[config.mk]
export PLATFORM = sky130hd
export DESIGN_NAME = rca_mp_sequencer
export DESIGN_NICKNAME = d
export VERILOG_FILES = /design/src/rtl/rca_seq_pkg.sv /design/src/rtl/RCA_M.sv /design/src/rtl/rca_mp_sequencer.sv
export SDC_FILE = /design/constraint.sdc
export NUM_CORES = 1
export LEC_CHECK = 0
export CAP_MARGIN = 20
export CORE_MARGIN = 2
export CORE_UTILIZATION = 38
export DETAILED_ROUTE_END_ITERATION = 7
export GPL_ROUTABILITY_DRIVEN = 1
export SLEW_MARGIN = 20
export SYNTH_ARGS = -nofsm -noshare
export SYNTH_HDL_FRONTEND = slang
export SYNTH_SLANG_ARGS = --single-unit
[constraint.sdc]
create_clock -name clk_i -period 4.65 [get_ports clk_i]
set_clock_uncertainty 0.1 [all_clocks]
set_input_delay 0.93 -clock clk_i [delete_from_list [all_inputs] [get_ports clk_i]]
set_output_delay 0.93 -clock clk_i [all_outputs]
set_load 0.01 [all_outputs]
[src/rtl/rca_seq_pkg.sv]
// Shared types for the multi-precision RCA sequencer.
package rca_seq_pkg;

  typedef enum logic [1:0] {
    IDLE = 2'd0,
    RUN  = 2'd1,
    DONE = 2'd2
  } seq_state_t;

  // Word index width; a single-word operand still needs a 1-bit counter.
  function automatic int cnt_width(input int n);
    return (n > 1) ? $clog2(n) : 1;
  endfunction

endpackage

[src/rtl/RCA_M.sv]
// One-word ripple-carry adder: r_o = a_i + b_i + c_i, carry out on c_o.
// Purely combinational; the sequencer registers its carry between words.
module RCA_M #(
  parameter int WORD_WIDTH = 8
) (
  input  logic [WORD_WIDTH-1:0] a_i,
  input  logic [WORD_WIDTH-1:0] b_i,
  input  logic                  c_i,
  output logic [WORD_WIDTH-1:0] r_o,
  output logic                  c_o
);

  logic [WORD_WIDTH:0] cy;

  assign cy[0] = c_i;

  for (genvar i = 0; i < WORD_WIDTH; i++) begin : gen_fa
    assign r_o[i]    = a_i[i] ^ b_i[i] ^ cy[i];
    assign cy[i+1]   = (a_i[i] & b_i[i]) | (cy[i] & (a_i[i] ^ b_i[i]));
  end

  assign c_o = cy[WORD_WIDTH];

endmodule

[src/rtl/rca_mp_sequencer.sv]
// Multi-precision add/subtract: one WORD_WIDTH ripple adder reused LSW first,
// WORD_COUNT cycles per op, result held on a valid/ready response port.
module rca_mp_sequencer
  import rca_seq_pkg::*;
#(
  parameter  int WORD_WIDTH = 8,
  parameter  int WORD_COUNT = 4,
  localparam int OP_W       = WORD_WIDTH * WORD_COUNT,
  localparam int CNT_W      = cnt_width(WORD_COUNT)
) (
  input  logic            clk_i,
  input  logic            rst_ni,
  input  logic            req_valid_i,
  output logic            req_ready_o,
  input  logic            sub_i,
  input  logic            c_i,
  input  logic [OP_W-1:0] a_i,
  input  logic [OP_W-1:0] b_i,
  output logic            rsp_valid_o,
  input  logic            rsp_ready_i,
  output logic [OP_W-1:0] r_o,
  output logic            c_o,
  output logic            ovf_o,
  output logic            z_o
);

  localparam logic [CNT_W-1:0] LAST_IDX = CNT_W'(WORD_COUNT - 1);

  seq_state_t state_q, state_d;

  logic [CNT_W-1:0]      idx_q;
  logic                  carry_q;
  logic [OP_W-1:0]       a_q;
  logic [OP_W-1:0]       b_q;
  logic [OP_W-1:0]       acc_q;
  logic [OP_W-1:0]       res_d;
  logic [WORD_WIDTH-1:0] word_a;
  logic [WORD_WIDTH-1:0] word_b;
  logic [WORD_WIDTH-1:0] word_r;
  logic                  word_c;
  logic                  accept;
  logic                  last;

  assign req_ready_o = rst_ni && (state_q == IDLE);
  assign rsp_valid_o = (state_q == DONE);
  assign accept      = req_valid_i && req_ready_o;
  assign last        = (state_q == RUN) && (idx_q == LAST_IDX);

  assign word_a = a_q[int'(idx_q)*WORD_WIDTH +: WORD_WIDTH];
  assign word_b = b_q[int'(idx_q)*WORD_WIDTH +: WORD_WIDTH];

  RCA_M #(
    .WORD_WIDTH(WORD_WIDTH)
  ) u_rca (
    .a_i(word_a),
    .b_i(word_b),
    .c_i(carry_q),
    .r_o(word_r),
    .c_o(word_c)
  );

  // Full result as it will look once the current word is written back.
  always_comb begin
    res_d = acc_q;
    res_d[int'(idx_q)*WORD_WIDTH +: WORD_WIDTH] = word_r;
  end

  always_ff @(posedge clk_i or negedge rst_ni) begin
    if (!rst_ni) begin
      state_q <= IDLE;
    end else begin
      state_q <= state_d;
    end
  end

  always_comb begin
    state_d = state_q;
    case (state_q)
      IDLE:    if (accept) state_d = RUN;
      RUN:     if (last) state_d = DONE;
      DONE:    if (rsp_ready_i) state_d = IDLE;
      default: state_d = IDLE;
    endcase
  end

  // Subtraction is A + ~B + ~borrow, so B and the carry are inverted at accept.
  always_ff @(posedge clk_i or negedge rst_ni) begin
    if (!rst_ni) begin
      idx_q   <= '0;
      carry_q <= 1'b0;
      a_q     <= '0;
      b_q     <= '0;
      acc_q   <= '0;
      r_o     <= '0;
      c_o     <= 1'b0;
      ovf_o   <= 1'b0;
      z_o     <= 1'b0;
    end else begin
      if (accept) begin
        a_q     <= a_i;
        b_q     <= b_i ^ {OP_W{sub_i}};
        carry_q <= c_i ^ sub_i;
        idx_q   <= '0;
      end
      if (state_q == RUN) begin
        acc_q   <= res_d;
        carry_q <= word_c;
        if (!last) begin
          idx_q <= idx_q + 1'b1;
        end else begin
          r_o   <= res_d;
          c_o   <= word_c;
          ovf_o <= (a_q[OP_W-1] == b_q[OP_W-1]) &&
                   (word_r[WORD_WIDTH-1] != a_q[OP_W-1]);
          z_o   <= (res_d == '0);
        end
      end
    end
  end

endmodule
==> run summary <==
The worst setup path is launched from a flop. The cell area that synthesis handed to floorplanning was 0.00635 mm². The share of post-route cells with drive strength above 1 is 0.123. The wire length per cell is 15.3 µm.

The height of the chip is 133 µm. The H-tree generated during clock tree synthesis spans 4 levels. The global-route wire length before repair came out at 24200 µm. Across the run, the number of max-cap violations was 0. CTS saw 128 sinks. Input and output buffers added on the ports amount to 106. The width of the die is 133 µm. The number of global-route vias before repair came out at 4813. The number of pins with negative max-slew slack in the final report came to 0. The maximum clock rate came out at 214 MHz.

For hold timing, the worst endpoint is a_q[30]. The pin count of the biggest net entering global routing is 99. The transition time of the tightest slew-check pin is 0.879 ns. The placed standard-cell area is 0.00757 mm². The number of placement rows is 47. After routing, the total negative slack on setup checks comes to -0.0304 ns. TritonCTS built the clock tree. The net count after synthesis came out at 709. Relative to the synthesized area, the layout overhead comes to 29.7%. The effective utilization at floorplan is 0.386. The mean cell area of the mapped netlist is 10.1 µm². The final-report hold violation count came out at 0. The root buffer cell is clkbuf_16. The worst hold path belongs to the class flop to flop.

The count of nets after finishing is 806. The number of synthesized flops with an enable pin is 0. The initial antenna violation count is 0.

The count of mapped cells out of synthesis is 626. The clock latency of the later-clocked register in the worst-skew pair came out at 0.42 ns. Along the worst hold path, the cell count comes to 2. In this run the tightest slew margin relative to its limit is 0.414. The total via count after detailed routing is 4729. For this run, asynchronously set or reset flops after synthesis account for 1.00.

The total congestion overflow came out at 0. The summed area of non-filler cells in the final layout came out at 0.00824 mm². The worst setup path is captured at a flop.

In this run the most critical hold path is launched from a_q[30]. At the worst endpoint, the required time is 4.91 ns. The worst-case register-to-register setup slack came out at -0.03 ns.

The number of remaining DRC errors came out at 0. The startpoint identified for the worst register-to-register timing path is idx_q[0]. The arrival time at the worst endpoint is 4.94 ns. The total of flip-flops plus latches after synthesis is 128.

The flow ran to the end, but the final reports show violations. The share of the clock period used by the worst path after layout is 1.01. The count of cells in the finished layout, fillers not included, comes to 954.

The warning count from the yosys run came out at 0. The endpoint identified for the worst register-to-register timing path is z_o. The region available for standard cell placement spans 0.0165 mm². The minimum clock period is 4.68 ns. The largest individual stage delay along the critical path comes from the cell fa_2. The most used flip-flop cell after synthesis is dfrtp_1.

The number of buffers created by CTS came out at 17. The maximum fanout encountered on the critical timing path is 4. 107 I/O pins were placed. The DRC marker count from the first detailed-route iteration is 314.

The die footprint came out at 0.0178 mm². The average vias per placed instance is 4.96. The leakage power is 3.58 nW. The routability congestion estimate from global placement came out at 0.805. The sequential cell area fraction in the yosys report came out at 0.504. Setup repair after global routing could not meet its margin everywhere. The peak ir drop on the vdd network is 654 µV. The worst hold-check slack is 0.371 ns. The register clock-pin slew on the reported worst setup and hold paths came out at 0.06 ns. Overall power consumption after layout is estimated at 6.92 mW. After legalization and detailed placement, the total HPWL measured 10500 µm.

The final reports fail on setup timing. The number of nets with antenna violations after detailed routing came out at 0. The delay of the slowest critical-path stage came out at 0.44 ns. The worst setup path is of the flop to flop kind. Walking the worst path, the cells encountered are mux4_2 > inv_2 > fa_2 > fa_2 > fa_2 > fa_2 > fa_2 > inv_2 > fa_2 > inv_1 > fa_2 > inv_2 > fa_2 > buf_4 > o211ai_1 > nor4bb_4 > a32o_1. The areal power density over the cells is 839 mW/mm². The clock passes through at most 2 buffers. Wires add up to 14600 µm. The placed instance count is 921. For this run, the total global-route usage over all layers was measured as 0.175. The final number of setup-violating endpoints is 1. The final worst setup slack is -0.0304 ns. Measured in cells, the most critical reg-to-reg path has a length of 17. The number of antenna diodes came out at 0. Before antenna repair, the detailed router went through 7 iterations.

The unique cell type count in the Yosys netlist came out at 47. By instance count, the cell type seen most on the critical path is fa_2.
==> metal layers <==
layer,vias up,routed length [µm],global-route usage
li1,2298,-,-
met1,2267,6600,0.234
met2,142,6960,0.274
met3,22,731,0.0457
met4,0,272,0.0709
met5,-,0,0
==> cells by family (layout without fill, tap and decap cells) <==
logic type | count (synthesis) | count (layout) | synth area share
AND/OR/NAND/NOR | 231 | 231 | 0.161
flip-flops | 128 | 128 | 0.504
AO/OA/AOI/OAI | 111 | 111 | 0.0987
buffers and inverters | 74 | 182 | 0.0579
multiplexers | 36 | 36 | 0.0979
XOR/XNOR | 33 | 33 | 0.0455
adder cells (fa/ha/maj) | 13 | 13 | 0.0351
==> layout by cell type, fill, tap and decap left out, types with 2 or more instances in the layout <==
| master | Yosys | layout |
|---|---|---|
| nand2_1 | 148 | 148 |
| dfrtp_1 | 128 | 127 |
| clkdlybuf4s50_1 | 0 | 104 |
| nor2_1 | 47 | 47 |
| a21oi_1 | 43 | 43 |
| o21ai_0 | 38 | 35 |
| xnor2_1 | 33 | 33 |
| inv_1 | 30 | 27 |
| clkbuf_16 | 0 | 17 |
| buf_4 | 0 | 15 |
| mux2_2 | 13 | 13 |
| mux4_1 | 12 | 10 |
| o21ai_1 | 6 | 9 |
| fa_2 | 0 | 8 |
| mux2i_1 | 7 | 7 |
| mux4_2 | 4 | 6 |
| a22o_1 | 6 | 6 |
| o22ai_1 | 6 | 6 |
| nor2b_1 | 5 | 5 |
| nor4_1 | 5 | 5 |
| ha_1 | 5 | 5 |
| and4bb_2 | 4 | 4 |
| nand4b_1 | 4 | 4 |
| bufinv_16 | 0 | 4 |
| nand2b_1 | 3 | 3 |
| inv_2 | 0 | 3 |
| nand3b_1 | 3 | 3 |
| clkinvlp_4 | 0 | 3 |
| nand3_1 | 2 | 2 |
| nor4bb_4 | 0 | 2 |
| and2_1 | 2 | 2 |
| a31oi_1 | 3 | 2 |
| clkbuf_8 | 2 | 2 |
| clkinv_2 | 0 | 2 |
==> state kept, by name, indices dropped and copies added (netlist names), 2 cells and up <==
signal   count
r_o         32
a_q         32
idx_q        2
b_q         32
state_q      2
acc_q       24
==> synth_stat cells, types with 3 or more instances <==
cell / instances / area share
nand2_1: 148 / 0.087
nor2_1: 47 / 0.028
o21ai_1: 6 / 0.0047
fa_1: 8 / 0.025
nand2b_1: 3 / 0.0030
mux4_2: 4 / 0.014
buf_2: 23 / 0.018
dfrtp_1: 128 / 0.50
o22ai_1: 6 / 0.0059
mux2_2: 13 / 0.023
a22o_1: 6 / 0.0083
nand4b_1: 4 / 0.0055
nor4_1: 5 / 0.0049
inv_1: 30 / 0.018
nor2b_1: 5 / 0.0049
xnor2_1: 33 / 0.045
and4bb_2: 4 / 0.0079
clkbuf_1: 13 / 0.0077
mux4_1: 12 / 0.050
o21ai_0: 38 / 0.030
a31oi_1: 3 / 0.0030
a21oi_1: 43 / 0.034
ha_1: 5 / 0.0098
nand3b_1: 3 / 0.0035
mux2i_1: 7 / 0.011
==> critical path: cells and delay by family, from the launching register on <==
| kind | cells | cell delay [ns] |
|---|---|---|
| flops | 1 | 0.43 |
| simple gates | 1 | 0.32 |
| compound gates | 2 | 0.37 |
| mux | 1 | 0.34 |
| fa+ha+maj | 8 | 2.67 |
| buf+inv | 5 | 0.38 |
==> metrics by stage <==
step	util	worst slack, ns
after floorplan	-	-0.292
after global placement	0.460	-0.0268
after detailed placement	0.460	-0.181
after CTS	0.499	-0.0705
after global routing	0.500	-0.152
final	0.500	-0.0304
==> power by group <==
part           switching (mW)  internal (mW)
combinational            2.01           1.65
sequential              0.281           1.58
clock                   0.478          0.917
total                    2.77           4.15
==> final cells by class <==
cell class	instances	area [µm²]
timing repair buffer	122	1190
fill	1500	8230
clock buffer	20	457
sequential	128	3200
clock inverter	10	161
inverter	30	113
tap	220	275
multi-input combinational	424	2840
==> what timing repair did <==
item / CTS / global route
buffers inserted: 2 / 0
hold buffers: 0 / 0
pin swaps: 8 / 1
gates resized for setup: 2 / 5
endpoints found under the setup margin: 1 / 6
==> worst max-delay path by stage <==
| stage | slack (ns) | to | depth (start not counted) | from |
|---|---|---|---|---|
| after detailed placement | -0.18 | z_o | 17 | idx_q[0] |
| after global placement | -0.03 | z_o | 17 | idx_q[0] |
| after floorplan | -0.29 | z_o | 20 | idx_q[0] |
| after global routing | -0.15 | z_o | 17 | idx_q[0] |
| after CTS | -0.07 | z_o | 17 | idx_q[0] |
| final | -0.03 | z_o | 17 | idx_q[0] |
Note: power is estimated with default switching activity, not from simulation.
